### src/rtl/rgb2raw_bayer_tx.sv
// rgb2raw_bayer_tx
//
// Re-mosaicing transmitter. It takes an 8-bit-per-channel RGB pixel stream in
// VGA timing and emits a 10-bit single-channel Bayer RAW stream with frame,
// line and pixel valid strobes. It is the inverse of the RAW-to-RGB demosaic
// path, so a frame pushed through here and then through the demosaic chain
// comes back as (approximately) the original picture.
//
// Ports
//   VGA_CLK       sole clock, rising edge
//   RST           asynchronous, active-high reset
//   iRed/iGreen/iBlue  8-bit input samples
//   READ_Request  input pixel valid (data enable)
//   VGA_VS        vertical sync, active low; its falling edge starts a frame
//   VGA_HS        horizontal sync, active low; only used for the line-edge check
//   oDATA         10-bit Bayer RAW sample
//   oDVAL         oDATA valid
//   oLVAL         line valid
//   oFVAL         frame valid
//   oX, oY        column / row of the current oDATA
//   oOVF          sticky overrun flag, cleared at each frame start
//
// Every output is two clocks behind the input that produced it.

module rgb2raw_bayer_tx #(
    parameter int         H_ACTIVE    = 640,
    parameter int         V_ACTIVE    = 480,
    parameter logic [1:0] BAYER_PHASE = 2'b00
) (
    input  logic        VGA_CLK,
    input  logic        RST,
    input  logic [7:0]  iRed,
    input  logic [7:0]  iGreen,
    input  logic [7:0]  iBlue,
    input  logic        READ_Request,
    input  logic        VGA_VS,
    input  logic        VGA_HS,
    output logic [9:0]  oDATA,
    output logic        oDVAL,
    output logic        oLVAL,
    output logic        oFVAL,
    output logic [10:0] oX,
    output logic [10:0] oY,
    output logic        oOVF
);

    localparam logic [10:0] H_LIMIT   = 11'(H_ACTIVE);
    localparam logic [10:0] LAST_LINE = 11'(V_ACTIVE - 1);

    typedef enum logic [1:0] {
        S_IDLE,
        S_FRAME,
        S_DONE
    } stateType;

    stateType    state;
    stateType    stateNext;

    logic        vsPrev;
    logic        reqPrev;
    logic [10:0] xCnt;
    logic [10:0] yCnt;

    logic        frameStart;
    logic        lineEnd;
    logic        inFrame;
    logic        xInRange;
    logic        accept;
    logic        overrun;
    logic        edgeErr;

    logic        s1Valid;
    logic [7:0]  s1Red;
    logic [7:0]  s1Green;
    logic [7:0]  s1Blue;
    logic [10:0] s1X;
    logic [10:0] s1Y;
    logic        s1Fval;
    logic        s1Fs;
    logic        s1Ovf;

    logic [1:0]  cfaPos;
    logic [7:0]  chanSel;

    // Event decode for the current cycle. A frame start always wins over a
    // pixel arriving in the same cycle, so the pixel is neither accepted nor
    // allowed to flag an overrun against the counters it is about to clear.
    always_comb begin
        frameStart = vsPrev & ~VGA_VS;
        lineEnd    = reqPrev & ~READ_Request;
        inFrame    = (state == S_FRAME);
        xInRange   = (xCnt < H_LIMIT);
        accept     = READ_Request & inFrame & xInRange & ~frameStart;
        overrun    = READ_Request & inFrame & ~xInRange & ~frameStart;
        edgeErr    = READ_Request & ~VGA_HS & inFrame & ~frameStart;
    end

    // Frame state decision. S_DONE parks the block after the last line so a
    // stray extra line cannot wrap the row counter back into the frame.
    always_comb begin
        stateNext = state;
        case (state)
            S_IDLE: begin
                if (frameStart) stateNext = S_FRAME;
            end
            S_FRAME: begin
                if (frameStart)                           stateNext = S_FRAME;
                else if (lineEnd && (yCnt == LAST_LINE))  stateNext = S_DONE;
            end
            S_DONE: begin
                if (frameStart) stateNext = S_FRAME;
            end
            default: stateNext = S_IDLE;
        endcase
    end

    // State register plus the sync/enable history used for edge detection.
    always_ff @(posedge VGA_CLK or posedge RST) begin
        if (RST) begin
            state   <= S_IDLE;
            vsPrev  <= 1'b0;
            reqPrev <= 1'b0;
        end else begin
            state   <= stateNext;
            vsPrev  <= VGA_VS;
            reqPrev <= READ_Request;
        end
    end

    // Pixel position counters. The end of a line is the falling edge of the
    // data enable; an overrun pixel leaves the column counter where it is.
    always_ff @(posedge VGA_CLK or posedge RST) begin
        if (RST) begin
            xCnt <= '0;
            yCnt <= '0;
        end else if (frameStart) begin
            xCnt <= '0;
            yCnt <= '0;
        end else if (inFrame) begin
            if (lineEnd) begin
                xCnt <= '0;
                yCnt <= yCnt + 11'd1;
            end else if (accept) begin
                xCnt <= xCnt + 11'd1;
            end
        end
    end

    // Stage 1: capture the accepted pixel with its position, and carry the
    // frame-valid and overrun events alongside it so they stay aligned with
    // the data all the way to the outputs.
    always_ff @(posedge VGA_CLK or posedge RST) begin
        if (RST) begin
            s1Valid <= 1'b0;
            s1Red   <= '0;
            s1Green <= '0;
            s1Blue  <= '0;
            s1X     <= '0;
            s1Y     <= '0;
            s1Fval  <= 1'b0;
            s1Fs    <= 1'b0;
            s1Ovf   <= 1'b0;
        end else begin
            s1Valid <= accept;
            s1Fval  <= (stateNext == S_FRAME);
            s1Fs    <= frameStart;
            s1Ovf   <= overrun | edgeErr;
            if (accept) begin
                s1Red   <= iRed;
                s1Green <= iGreen;
                s1Blue  <= iBlue;
                s1X     <= xCnt;
                s1Y     <= yCnt;
            end
        end
    end

    // Colour filter position: the sensor mosaic is G R / B G with the phase
    // parameter flipping rows and/or columns to match other sensor readouts.
    always_comb begin
        cfaPos = {s1Y[0], s1X[0]} ^ BAYER_PHASE;
        case (cfaPos)
            2'b01:   chanSel = s1Red;
            2'b10:   chanSel = s1Blue;
            default: chanSel = s1Green;
        endcase
    end

    // Stage 2: widen to 10 bits by replicating the top bits into the new
    // LSBs so full scale stays full scale. The line strobe follows the
    // accepted pixels because a line never has gaps; once a line overruns,
    // the strobe drops with the first dropped pixel.
    always_ff @(posedge VGA_CLK or posedge RST) begin
        if (RST) begin
            oDATA <= '0;
            oDVAL <= 1'b0;
            oLVAL <= 1'b0;
            oFVAL <= 1'b0;
            oX    <= '0;
            oY    <= '0;
            oOVF  <= 1'b0;
        end else begin
            oDVAL <= s1Valid;
            oLVAL <= s1Valid;
            oFVAL <= s1Fval;
            if (s1Valid) begin
                oDATA <= {chanSel, chanSel[7:6]};
                oX    <= s1X;
                oY    <= s1Y;
            end
            if (s1Fs) begin
                oOVF <= 1'b0;
            end else if (s1Ovf) begin
                oOVF <= 1'b1;
            end
        end
    end

endmodule

### config.mk
export PLATFORM = sky130hd
export DESIGN_NAME = rgb2raw_bayer_tx
export DESIGN_NICKNAME = d
export VERILOG_FILES = /design/src/rtl/rgb2raw_bayer_tx.sv
export SDC_FILE = /design/constraint.sdc
export NUM_CORES = 1
export LEC_CHECK = 0
export ABC_CLOCK_PERIOD_IN_PS = 4500
export BUFFER_PORTS_ARGS = -buffer_cell sky130_fd_sc_hd__buf_2
export CAP_MARGIN = 40
export CORE_AREA = 8 8 104 96
export CTS_CLUSTER_SIZE = 12
export DETAILED_ROUTE_END_ITERATION = 8
export DIE_AREA = 0 0 112 104
export PLACE_DENSITY_LB_ADDON = 0.12
export RECOVER_POWER = 100
export SLEW_MARGIN = 20
export SYNTH_ARGS = -nofsm -noshare
export SYNTH_HDL_FRONTEND = slang
export SYNTH_SLANG_ARGS = --single-unit
### constraint.sdc
create_clock -name VGA_CLK -period 4.5 [get_ports VGA_CLK]
set_input_delay 0.9 -clock VGA_CLK [delete_from_list [all_inputs] [get_ports VGA_CLK]]
set_output_delay 0.9 -clock VGA_CLK [all_outputs]
set_load 0.01 [all_outputs]
==> results.toml <==
[status]
status = "finished, violations left"
violations = "capacitance limit, slew limit"

[route]
first_pass_iters = 4
viasPerCell = 5.33
wl_um = 8440
drtIter0Drc = 129
ant_nets = 0
drc_errors = 0
routedWlPerCell_um = 15.3
vias = 2933

[clock_network]
clockBufferDepth = 2
clock_sinks = 109
cts_root_buffer = "clkbuf_8"
numCtsBuffers = 9
clk_latency_ns = 0.36
cts_setup_buffers = 0
h-tree-depth = 3
clk_pin_slew_ns = 0.09
tritoncts = "built"
hold_buffers = 0
cts-resized-gates = 0

[timing]
post-route-min-period_ns = 3.11
fin_skew_ns = 0.00898
rsz0062_at_grt = "no"
max_freq_ghz = 0.322
hold_viol_final = 0
max_slew_margin_pct = -10.6
hold_ws_ns = 0.356
final.period_utilization_pct = 69.0
tightest_slew_ns = 1.66
setup_viol = 0
tns_ns = 0
report.final.slew_viol_count = 33

[floorplanning]
die_h_um = 104
die_area_mm2 = 0.0116
die_x_um = 112
start_util_pct = 54.5
rows = 32
fp.coreArea_mm2 = 0.00833
ios = 65

[run]
cap_violations = 1

[setup_path]
cp_slowest_cell = "inv_1"
arrival_ns = 3.36
cp_top_family = "buffers and inverters"
crit_buf_inv = 3
end_kind = "register"
crit_chain = "clkbuf_1 -> nand3b_1 -> or4_2 -> buf_4 -> inv_1 -> mux2_2"
slowest_delay_ns = 0.77
critPathMaxFanout = 46
path_class = "in2reg"
start_kind = "input port"
critPathRequiredTime_ns = 4.76

[synthesis]
synth_top_flop_cell = "dfrtp_1"
synth_edf_count = 0
async_reset_ff_share_pct = 100
ys_top_cells_by_area = "dfrtp_1, mux2_2, nand2_1, mux2_4, o21ai_0"
synthCells = 384
seq_area_frac_synth_pct = 60.1
synth_seq_cells = 109
syn_area_per_cell_um2 = 11.8
syn_area_mm2 = 0.00454
synth_top_cell_by_area = "dfrtp_1"
syn_nets = 417
yosysTopAreaCellShare_pct = 60.1
yosys_warnings = 0
ys_types = 42

[finish]
n_antenna_cell = 0
fin_util_pct = 60.2
design_area_mm2 = 0.00501
drive_gt1_share_pct = 18.5
fin_nets = 476
area_growth_pct = 10.5
nFillCells = 741

[worst_hold_path]
hold_path.class = "reg2reg"

[global_routing]
grt_start_max_net_pins = 60
antenna_found_initial = 0
grtUsageTotal_pct = 15.4
grt_pass1_vias = 3000
grt_pass1_wl_um = 14600
grt-ovfl-total = 0

[power_and_ir_drop]
leakagePower_uw = 0.00249
powerDensity_mw_per_mm2 = 404
ir_worst_vdd_mv = 0.237
total_power_uw = 2020

[placement]
hpwl_um = 5800
gp_congestion = 0.788
port_buffers = 64
placed_area_mm2 = 0.00492
power by group:
part           switching (uW)  internal, uW  total [uW]
Clock                     306           271         578
Combinational             180           125         304
Sequential               65.5          1080        1140
Total                     552          1470        2020
kinds of logic after synthesis:
group	count (synthesis)	synth area share (%)
and+or+nand+nor	145	14.5
muxes	54	14.3
AOI/OAI and AO/OA	37	5.16
buffers and inverters	26	3.12
adders and majority gates	4	1.10
xor gates and xnor gates	9	1.74
DFF	109	60.1
stage by stage:
step                worst slack (ns)  cells
detailed placement              1.35    534
finish                          1.39    550
floorplan                      0.726    384
global placement                1.40    533
CTS                             1.75    550
global route                   0.872    550
sequential cells by signal, summed over array words and instances, names as in the netlist:
| name | cells |
|---|---|
| s1Green | 8 |
| s1X | 11 |
| xCnt | 11 |
| state | 2 |
| oFVAL | 1 |
| oLVAL | 1 |
| s1Y | 11 |
| s1Blue | 8 |
| yCnt | 11 |
| oDATA | 8 |
| s1Red | 8 |
| oY | 11 |
| s1Fs | 1 |
| s1Ovf | 1 |
| vsPrev | 1 |
| oX | 11 |
| s1Valid | 1 |
| s1Fval | 1 |
| oOVF | 1 |
| reqPrev | 1 |
Yosys cell counts, types with 2 or more instances:
cell type and count:
nand3_1 3, o21a_1 2, inv_1 4, dfrtp_1 109
o2111ai_1 3, nand4_1 5, mux2_4 12, o211ai_1 2
a22oi_1 8, a21oi_1 5, ha_1 4, or4_1 3
nor2b_1 2, buf_2 5, nor2_1 15, and2_1 3
mux2_2 37, buf_4 4, xor2_1 8, and3_1 4
buf_6 3, clkbuf_1 9, and4_1 2, mux2i_1 5
or3_1 3, nand2_1 93, o21ai_0 15, nand2b_1 2
worst paths after layout:
path	start	end	slack, ns	cells after the start
setup / recovery	READ_Request	s1X[9]	1.39	6
hold / removal	s1Fval	oFVAL	0.36	0
setup reg to reg	state[1]	s1X[9]	1.56	5
hold reg to reg	s1Fval	oFVAL	0.36	0
max in group asynchronous	RST	oY[7]	1.51	4
min in group asynchronous	RST	oX[10]	0.68	2
cell type report:
cell class | count | area, um^2 | share of cell area [%]
multi-input combinational | 249 | 1620 | 32.4
clock inverter | 4 | 47.5 | 0.949
inverter | 5 | 20.0 | 0.400
timing repair buffer | 69 | 319 | 6.37
tap | 102 | 128 | 2.55
clock buffer | 12 | 145 | 2.90
sequential | 109 | 2730 | 54.4
worst reg2reg max path: stages, from the launching register on:
cell and delay [ns]:
dfrtp_1 0.43, nand3b_1 0.25, or4_2 0.63, buf_4 0.30, inv_1 0.81, mux2_2 0.42
routing by layer:
metal / global-route usage, % / part of all wire (%) / up-vias / routed length, um
met1: 20.4 / 48 / 1440 / 4020
met5: 0 / 0 / - / 0
met4: 4.91 / 1.1 / 0 / 89
met3: 5.40 / 5.8 / 8 / 488
li1: - / - / 1425 / -
met2: 23.1 / 45 / 60 / 3840
cell usage in the layout, fill, tap and decap left out, types with 5 or more instances in the layout:
cell	count
nor2_1	15
xor2_1	8
clkbuf_8	10
nand2_1	93
clkbuf_1	43
mux2_2	37
mux2i_1	5
a22oi_1	8
o21ai_0	15
nand4_1	5
dfrtp_1	109
buf_2	26
a21oi_1	5
mux2_1	12
No activity file was read; power rests on OpenSTA's default activity.
